File: src/rtl/alu_arbiter.sv
// alu_arbiter: shares one combinational ALU between NUM_REQ requesters.
// Grants are round-robin. Each operation runs IDLE -> EXEC -> RESP.
// Operands are registered toward the ALU. The result is returned on one
// tagged response channel that supports valid/ready backpressure.
//
// Optional build macro ALU_ARB_OPCHECK_EN:
//   When defined, a granted opcode above 4'b0100 is accepted but never
//   reaches the ALU. It produces an immediate error response instead.
//   When undefined, rsp_err stays 0 and every opcode goes to the ALU.
module alu_arbiter #(
  parameter int NUM_REQ = 4,
  parameter int DATA_W  = 32,
  parameter int ID_W    = 2
) (
  input  logic                      clk,
  input  logic                      rst,
  input  logic [NUM_REQ-1:0]        req_valid,
  output logic [NUM_REQ-1:0]        req_ready,
  input  logic [4*NUM_REQ-1:0]      req_op,
  input  logic [DATA_W*NUM_REQ-1:0] req_a,
  input  logic [DATA_W*NUM_REQ-1:0] req_b,
  output logic [3:0]                alu_op,
  output logic [DATA_W-1:0]         alu_a,
  output logic [DATA_W-1:0]         alu_b,
  input  logic [DATA_W-1:0]         alu_result,
  input  logic                      alu_zero,
  output logic                      rsp_valid,
  input  logic                      rsp_ready,
  output logic [ID_W-1:0]           rsp_id,
  output logic [DATA_W-1:0]         rsp_result,
  output logic                      rsp_zero,
  output logic                      rsp_err
);

  typedef enum logic [1:0] {IDLE, EXEC, RESP} state_t;

  state_t              state, state_next;
  logic [ID_W-1:0]     rr_ptr, rr_next, tag, grant_idx;
  logic                grant_any, op_illegal;
  logic [NUM_REQ-1:0]  grant_oh;
  logic [3:0]          op_arr [NUM_REQ];
  logic [DATA_W-1:0]   a_arr  [NUM_REQ];
  logic [DATA_W-1:0]   b_arr  [NUM_REQ];

  // Split the flat request buses into one entry per requester.
  for (genvar i = 0; i < NUM_REQ; i++) begin : g_unpack
    assign op_arr[i] = req_op[4*i +: 4];
    assign a_arr[i]  = req_a[DATA_W*i +: DATA_W];
    assign b_arr[i]  = req_b[DATA_W*i +: DATA_W];
  end

  // Round-robin search: find the first valid requester at or after rr_ptr,
  // wrapping modulo NUM_REQ.
  always_comb begin : grant_search
    int              sum;
    logic [ID_W-1:0] idx;
    // NOTE: give every combinational output a default before any branch.
    // A path that leaves an output unassigned would infer a latch.
    sum       = 0;
    idx       = '0;
    grant_any = 1'b0;
    grant_idx = '0;
    for (int k = 0; k < NUM_REQ; k++) begin
      sum = int'(rr_ptr) + k;
      if (sum >= NUM_REQ) sum = sum - NUM_REQ;
      idx = ID_W'(sum);
      if (!grant_any && req_valid[idx]) begin
        grant_any = 1'b1;
        grant_idx = idx;
      end
    end
  end

  assign grant_oh  = grant_any ? (NUM_REQ'(1) << grant_idx) : '0;
  assign req_ready = (state == IDLE) ? grant_oh : '0;
  assign rr_next   = (grant_idx == ID_W'(NUM_REQ - 1)) ? '0 : grant_idx + 1'b1;

`ifdef ALU_ARB_OPCHECK_EN
  assign op_illegal = grant_any && (op_arr[grant_idx] > 4'b0100);
`else
  assign op_illegal = 1'b0;
`endif

  // State register.
  always_ff @(posedge clk or posedge rst) begin
    // NOTE: registers update with non-blocking assignments, so every
    // flop samples values from before the clock edge.
    if (rst) state <= IDLE;
    else     state <= state_next;
  end

  // Next-state logic.
  always_comb begin
    state_next = state;
    case (state)
      IDLE:    if (grant_any) state_next = op_illegal ? RESP : EXEC;
      EXEC:    state_next = RESP;
      RESP:    if (rsp_ready) state_next = IDLE;
      default: state_next = IDLE;
    endcase
  end

  // Datapath: issue operands, capture the ALU result, hold the response
  // until it is accepted.
  always_ff @(posedge clk or posedge rst) begin
    if (rst) begin
      rr_ptr     <= '0;
      tag        <= '0;
      alu_op     <= '0;
      alu_a      <= '0;
      alu_b      <= '0;
      rsp_valid  <= 1'b0;
      rsp_id     <= '0;
      rsp_result <= '0;
      rsp_zero   <= 1'b0;
      rsp_err    <= 1'b0;
    end else begin
      case (state)
        IDLE: if (grant_any) begin
          rr_ptr <= rr_next;
          if (op_illegal) begin
            rsp_valid  <= 1'b1;
            rsp_id     <= grant_idx;
            rsp_result <= '0;
            rsp_zero   <= 1'b0;
            rsp_err    <= 1'b1;
          end else begin
            alu_op <= op_arr[grant_idx];
            alu_a  <= a_arr[grant_idx];
            alu_b  <= b_arr[grant_idx];
            tag    <= grant_idx;
          end
        end
        EXEC: begin
          rsp_valid  <= 1'b1;
          rsp_id     <= tag;
          rsp_result <= alu_result;
          rsp_zero   <= alu_zero;
          rsp_err    <= 1'b0;
        end
        RESP: if (rsp_ready) rsp_valid <= 1'b0;
        default: ;
      endcase
    end
  end

endmodule
File: config.mk
export PLATFORM = sky130hd
export DESIGN_NAME = alu_arbiter
export DESIGN_NICKNAME = d
export VERILOG_FILES = /design/src/rtl/alu_arbiter.sv
export SDC_FILE = /design/constraint.sdc
export NUM_CORES = 1
export LEC_CHECK = 0
export ABC_AREA = 1
export BUFFER_PORTS_ARGS = -buffer_cell sky130_fd_sc_hd__buf_2
export CAP_MARGIN = 20
export CELL_PAD_IN_SITES_DETAIL_PLACEMENT = 1
export CELL_PAD_IN_SITES_GLOBAL_PLACEMENT = 1
export CORE_AREA = 2 2 161 163
export DETAILED_ROUTE_END_ITERATION = 12
export DIE_AREA = 0 0 163 165
export HOLD_SLACK_MARGIN = 0.12
export PLACE_DENSITY = 0.82
export SETUP_SLACK_MARGIN = 0.5
export SLEW_MARGIN = 20
export SYNTH_ARGS = -nofsm -noshare
export SYNTH_HDL_FRONTEND = slang
export SYNTH_SLANG_ARGS = --single-unit
File: constraint.sdc
create_clock -name clk -period 3.46 [get_ports clk]
set_input_delay 0.173 -clock clk [delete_from_list [all_inputs] [get_ports clk]]
set_output_delay 0.173 -clock clk [all_outputs]
set_load 0.05 [all_outputs]
==> results of run 1 <==
## cells by family after synthesis
| logic type | share of synthesized area (%) |
|---|---|
| adders and majority gates | 0.167 |
| buffers and inverters | 14.8 |
| AOI/OAI and AO/OA | 0.954 |
| other | 0.0501 |
| and+or+nand+nor | 47.2 |
| DFF | 36.8 |
## metal layers
| layer | track usage [%] | wire [um] | up-vias |
|---|---|---|---|
| li1 | - | - | 4571 |
| met1 | 30.0 | 14000 | 4594 |
| met2 | 46.2 | 17900 | 398 |
| met3 | 6.63 | 2900 | 74 |
| met4 | 10.7 | 1230 | 2 |
| met5 | 0 | 13 | - |
## what timing repair did
item / CTS / global route
buffers inserted: 6 / 1
hold endpoints to repair: 78 / 0
cloned: 3 / 0
endpoints found under the setup margin: 6 / 50
hold buffers: 44 / 0
gates resized for setup: 5 / 11
pin swaps: 3 / 1
## state kept, by name, summed over array words and instances, names as in the netlist
name and count:
rsp_result 32, tag 2, rsp_zero 1, alu_op 4, rsp_id 2, state 2
alu_b 32, rr_ptr 2, alu_a 32, rsp_valid 1
## per-stage QoR
| stage | instances | hold slack, ns | utilization (%) | power (mW) | cell area, um^2 |
|---|---|---|---|---|---|
| final | 1908 | 0.131 | 42.6 | 13.6 | 10700 |
| after global routing | 1904 | 0.147 | 42.6 | 14.7 | 10700 |
| after CTS | 1901 | 0.122 | 42.4 | 13.5 | 10600 |
| after detailed placement | 1832 | 0.351 | 39.0 | 12.1 | 9760 |
| after global placement | 1832 | 0.348 | 39.0 | 11.8 | 9760 |
| after floorplan | 1157 | 0.280 | - | 9.48 | 7480 |
## layout make-up
class / count / share of cell area, %
Inverter: 166 / 5.92
Clock buffer: 9 / 2.11
Tap cell: 330 / 3.87
Clock inverter: 7 / 0.856
Antenna cell: 6 / 0.141
Multi-Input combinational cell: 790 / 34.8
Sequential cell: 110 / 25.8
Timing Repair Buffer: 490 / 26.5
## synth_stat cells, drive strengths merged
| library cell | instances | share of area [%] |
|---|---|---|
| nor2 | 21 | 1.2 |
| clkinv | 1 | 0.050 |
| nor3 | 1 | 0.067 |
| a21oi | 6 | 0.40 |
| nand2 | 407 | 21 |
| conb | 1 | 0.050 |
| nand4 | 132 | 11 |
| nand3 | 210 | 14 |
| o21ai | 7 | 0.47 |
| ha | 1 | 0.17 |
| a31oi | 1 | 0.084 |
| inv | 165 | 8.3 |
| clkbuf | 21 | 1.1 |
| buf | 73 | 5.4 |
| dfrtp | 110 | 37 |
## path summary, 6_finish.rpt
check,to,from,cells after the start,slack (ns)
setup / recovery,req_ready[3],rr_ptr[0]$_DFFE_PP0P_,13,0.61
hold / removal,alu_b[15]$_DFFE_PP0P_,req_b[15],5,0.13
setup reg to reg,alu_a[8]$_DFFE_PP0P_,rr_ptr[0]$_DFFE_PP0P_,10,0.74
hold reg to reg,rsp_result[13]$_DFFE_PP0P_,rsp_result[13]$_DFFE_PP0P_,2,0.48
max in group asynchronous,rr_ptr[0]$_DFFE_PP0P_,rst,4,1.98
min in group asynchronous,alu_a[26]$_DFFE_PP0P_,rst,3,0.52
## where the power goes
| group | total, mW | switching, mW | internal [mW] |
|---|---|---|---|
| sequential | 2.38 | 0.404 | 1.98 |
| clock | 1.14 | 0.555 | 0.580 |
| combinational | 10.0 | 7.47 | 2.57 |
## worst max-delay path, cell delays in order, from the launching register on
cell     delay (ns)
dfrtp_2        0.49
inv_4          0.17
nand2_2        0.08
nand3_1        0.10
nand2_1        0.10
inv_1          0.24
nand2_2        0.15
nand2_8        0.21
nand3_4        0.16
inv_1          0.08
ha_1           0.14
inv_1          0.05
nor2_1         0.09
buf_2          0.27
==> flow_metrics.tcl, run 1 <==
set metrics [dict create \
    worst-slew-pin-transition_ns 0.895 \
    htreeDepth 3 \
    status "finished clean" \
    rows 58 \
    grt_pass1_vias 9972 \
    die_area_mm2 0.0269 \
    syn_area_per_cell_um2 6.46 \
    seq_area_mm2 0.00275 \
    place_worst_setup_slack_ns 0.494 \
    fin_crit_ns 2.85 \
    tns_ns 0 \
    port_buffers 419 \
    syn_area_mm2 0.00748 \
    synth.net_count 1470 \
    areaGrowthSynthToFinish_pct 42.6 \
    cts_root_buffer "clkbuf_16" \
    vias_per_cell 5.05 \
    syn-instance-count 1157 \
    antenna_found_initial 4 \
    fin_crit_sh_pct 82.4 \
    synth_cell_type_count 25 \
    arrival_ns 2.68 \
    vdd_drop_max_uv 461 \
    io_pins 421 \
    leakagePower_nw 6.30 \
    die_h_um 165 \
    finalSetupViolations 0 \
    ys_seq_area_share_pct 36.8 \
    cellPowerDensity_mw_per_mm2 1270 \
    fill_cells 3367 \
    ys_ff_latch 110 \
    die_width_um 163 \
    routabilityCongestion 0.827 \
    final_cell_mix "buf_2, nand2_1, nand3_1, inv_1, nand4_1" \
    nNetsFinal 1880 \
    post-dp-hpwl_mm 24.6 \
    crit_fanout 29 \
    endpoint_kind "output pin" \
    setup_slack_ns 0.609 \
    clkSinkCount 110 \
    cts_buffers 9 \
    drc 0 \
    clock_latency_ns 0.36 \
    cts_tree "done" \
    clock_path_buffers 2 \
    critPathRequiredTime_ns 3.29 \
    rsz0062_at_grt "yes" \
    cp-start-kind "flip-flop" \
    gr-total-overflow 0 \
    ant_nets 0 \
    wl_per_cell_um 18.9 \
    wirelength_mm 36.1 \
    vias 9639 \
    maxSlewHeadroom_pct 40.3 \
    hold_viol 0 \
    fin_skew_ns 0.0145 \
    finalMaxSlewViolations 0 \
    grt_max_degree 79 \
    hold_path_class "input pin to flip-flop" \
    multi_input_area_mm2 0.00371 \
    drt_first_iter_violations 590 \
    grt_pass1_wl_mm 54.4 \
    track_usage_pct 26.1 \
    drive_gt1_share_pct 30.9 \
    yosys_warnings 0 \
    start_util_pct 29.9 \
    core_mm2 0.0250 \
    drtPass1Iterations 5 \
    crit_type "flip-flop to output pin" \
    timing.fmax_ghz 0.351 \
    maxCapViolCount 0 \
    clk_pin_slew_ns 0.09 \
    final_common_cell "buf_2" \
]
No activity file was read; power rests on OpenSTA's default activity.
==> run 2, diff against run 1 <==
==> constraint.sdc (replaced) <==
create_clock -name clk -period 2.65 [get_ports clk]
set_input_delay 0.1325 -clock clk [delete_from_list [all_inputs] [get_ports clk]]
set_output_delay 0.1325 -clock clk [all_outputs]
set_load 0.05 [all_outputs]
==> run 2 against run 1 <==
  * Flip-flop and latch count is the same
  * Critical path depth is 1 lower
  * Hold slack worse by 0.0038 ns
  * Non-clock buffer count grew 158
  * Register-to-register slack worse by 0.55 ns
  * Clock skew fell by 0.0012 ns
  * Global-route usage grew 5.8 points
  * Combinational power grew 87%
  * Utilization grew 11 points
  * Count of clock-buffer cells in the layout did not move
  * Routed wire length increased by 31%
  * Design area is 25% higher
==> flow_metrics.tcl, run 2 (synthesized netlist as in run 1, its figures left out) <==
set metrics [dict create \
    nNetsFinal 2036 \
    dp_cells 1839 \
    htreeDepth 3 \
    cp_top_family "simple AND/OR/NAND/NOR gates" \
    layout.cells.non_filler 2066 \
    gr-total-overflow 0 \
    post-dp-hpwl_mm 24.7 \
    wl_per_cell_um 22.9 \
    crit_fanout 7 \
    fill_cells 3181 \
    vias 11195 \
    drive_gt1_share_pct 35.9 \
    vias_per_cell 5.42 \
    leakagePower_nw 7.43 \
    finalSetupViolations 0 \
    reg_top3 "alu_a (32), alu_b (32), rsp_result (32)" \
    hold_viol 0 \
    maxSlewHeadroom_pct 53.7 \
    fin_crit_ns 2.47 \
    wirelength_mm 47.4 \
    fin_crit_sh_pct 93.3 \
    crit_slowest_cell "dfrtp_2" \
    grt_pass1_vias 11898 \
    worst-slew-pin-transition_ns 0.692 \
    areaGrowthSynthToFinish_pct 78.0 \
    core_mm2 0.0250 \
    cts_buffers 9 \
    vdd_drop_max_uv 787 \
    ant_nets 0 \
    final_cell_mix "buf_2, nand2_1, nand3_1, inv_1, dlygate4sd3_1" \
    rsz0062_at_grt "yes" \
    cts_tree "done" \
    routabilityCongestion 0.870 \
    maxCapViolCount 0 \
    cp_num_buf_inv 4 \
    worstPathCellList "buf_8 > nand2_8 > nand3_4 > nand2_4 > nor2_4 > nand3_4 > buf_12 > nand2_8 > nor2_4 > inv_2 > a21oi_4 > buf_8" \
    cp-start-kind "flip-flop" \
    drc 0 \
    grt_pass1_wl_mm 65.9 \
    crit_type "flip-flop to output pin" \
    slowest_delay_ns 0.57 \
    clock_latency_ns 0.37 \
    port_buffers 419 \
    critPathRequiredTime_ns 2.52 \
    start_util_pct 29.9 \
    antenna_found_initial 6 \
    cellPowerDensity_mw_per_mm2 1750 \
    tns_ns 0 \
    finalMaxSlewViolations 0 \
    die_width_um 163 \
    track_usage_pct 31.9 \
    r2r_setup_slack_ns 0.19 \
    drt_first_iter_violations 886 \
    hold_path_class "input pin to flip-flop" \
    fin_skew_ns 0.0133 \
    cts_root_buffer "clkbuf_16" \
    power.total_mw 23.3 \
    grt_max_degree 89 \
    status "finished clean" \
    endpoint_kind "output pin" \
    die_h_um 165 \
    clk_pin_slew_ns 0.09 \
    arrival_ns 2.34 \
    io_pins 421 \
    rows 58 \
    final_common_cell "buf_2" \
    clock_path_buffers 2 \
    drtPass1Iterations 7 \
    timing.fmax_ghz 0.404 \
    clkSinkCount 110 \
    die_area_mm2 0.0269 \
]
-- run 2: cell types whose count changed in the layout (fill, tap and decap cells not counted), sizes merged --
cell and delta:
bufbuf +2, clkinvlp -1, nand3 -2, diode +2
dlygate4sd3 +92, nor2 -1, bufinv -1, clkinv +1
inv +2, clkbuf +12, buf +52
-- run 2: layout make-up --
cell class	instances	area, um^2	area share, %
well taps	330	413	3.10
diodes	8	20.0	0.150
repair inverters	1	6.26	0.0470
multi-input cells	787	4120	30.9
clock inverters	7	78.8	0.592
clock buffers	9	225	1.69
inverters	166	648	4.87
flip-flops and latches	110	2760	20.7
repair buffers	648	5050	37.9
-- run 2: repair_timing --
action | CTS | global route
pin swaps | 32 | 22
endpoints found under the setup margin | 75 | 75
resized for setup | 87 | 99
setup buffers | 24 | 16
endpoints found under the hold margin | 123 | 0
hold buffers | 136 | 0
gates cloned | 13 | 14
-- run 2: final timing paths --
kind	to	from	depth (start not counted)
max in group asynchronous	rr_ptr[1]$_DFFE_PP0P_	rst	4
max	req_ready[2]	rr_ptr[0]$_DFFE_PP0P_	12
min	alu_b[8]$_DFFE_PP0P_	req_b[104]	5
max reg2reg	alu_b[10]$_DFFE_PP0P_	rr_ptr[0]$_DFFE_PP0P_	13
min in group asynchronous	rsp_result[9]$_DFFE_PP0P_	rst	3
min reg2reg	rsp_result[13]$_DFFE_PP0P_	rsp_result[13]$_DFFE_PP0P_	2
-- run 2: worst min-delay path, cell delays in order --
cell	delay (ns)
buf_2	0.08
inv_1	0.03
nand4_1	0.07
nand3_1	0.07
nand3_1	0.08
-- run 2: metal layers --
layer  track usage (%)  routed length (um)  vias up
li1                  -                   -     4890
met1              35.1               17300     5375
met2              56.2               23400      722
met3              6.68                3890      206
met4              19.9                2780        2
met5                 0                  11        -
-- run 2: power by group --
part           switching, mW  internal, mW  total (mW)
Sequential             0.551          2.58        3.14
Combinational           12.1          6.67        18.7
Clock                  0.780         0.676        1.46
-- run 2: metrics by stage --
step / instance area (um^2) / setup slack (ns) / hold WS, ns / util [%]
final: 13300 / 0.176 / 0.127 / 53.2
after global placement: 9920 / 0.172 / 0.246 / 39.6
after global routing: 13300 / 0.0892 / 0.135 / 53.1
after floorplan: 7500 / 0.320 / 0.240 / -
after CTS: 12500 / 0.359 / 0.121 / 49.8
after detailed placement: 9920 / 0.103 / 0.248 / 39.6
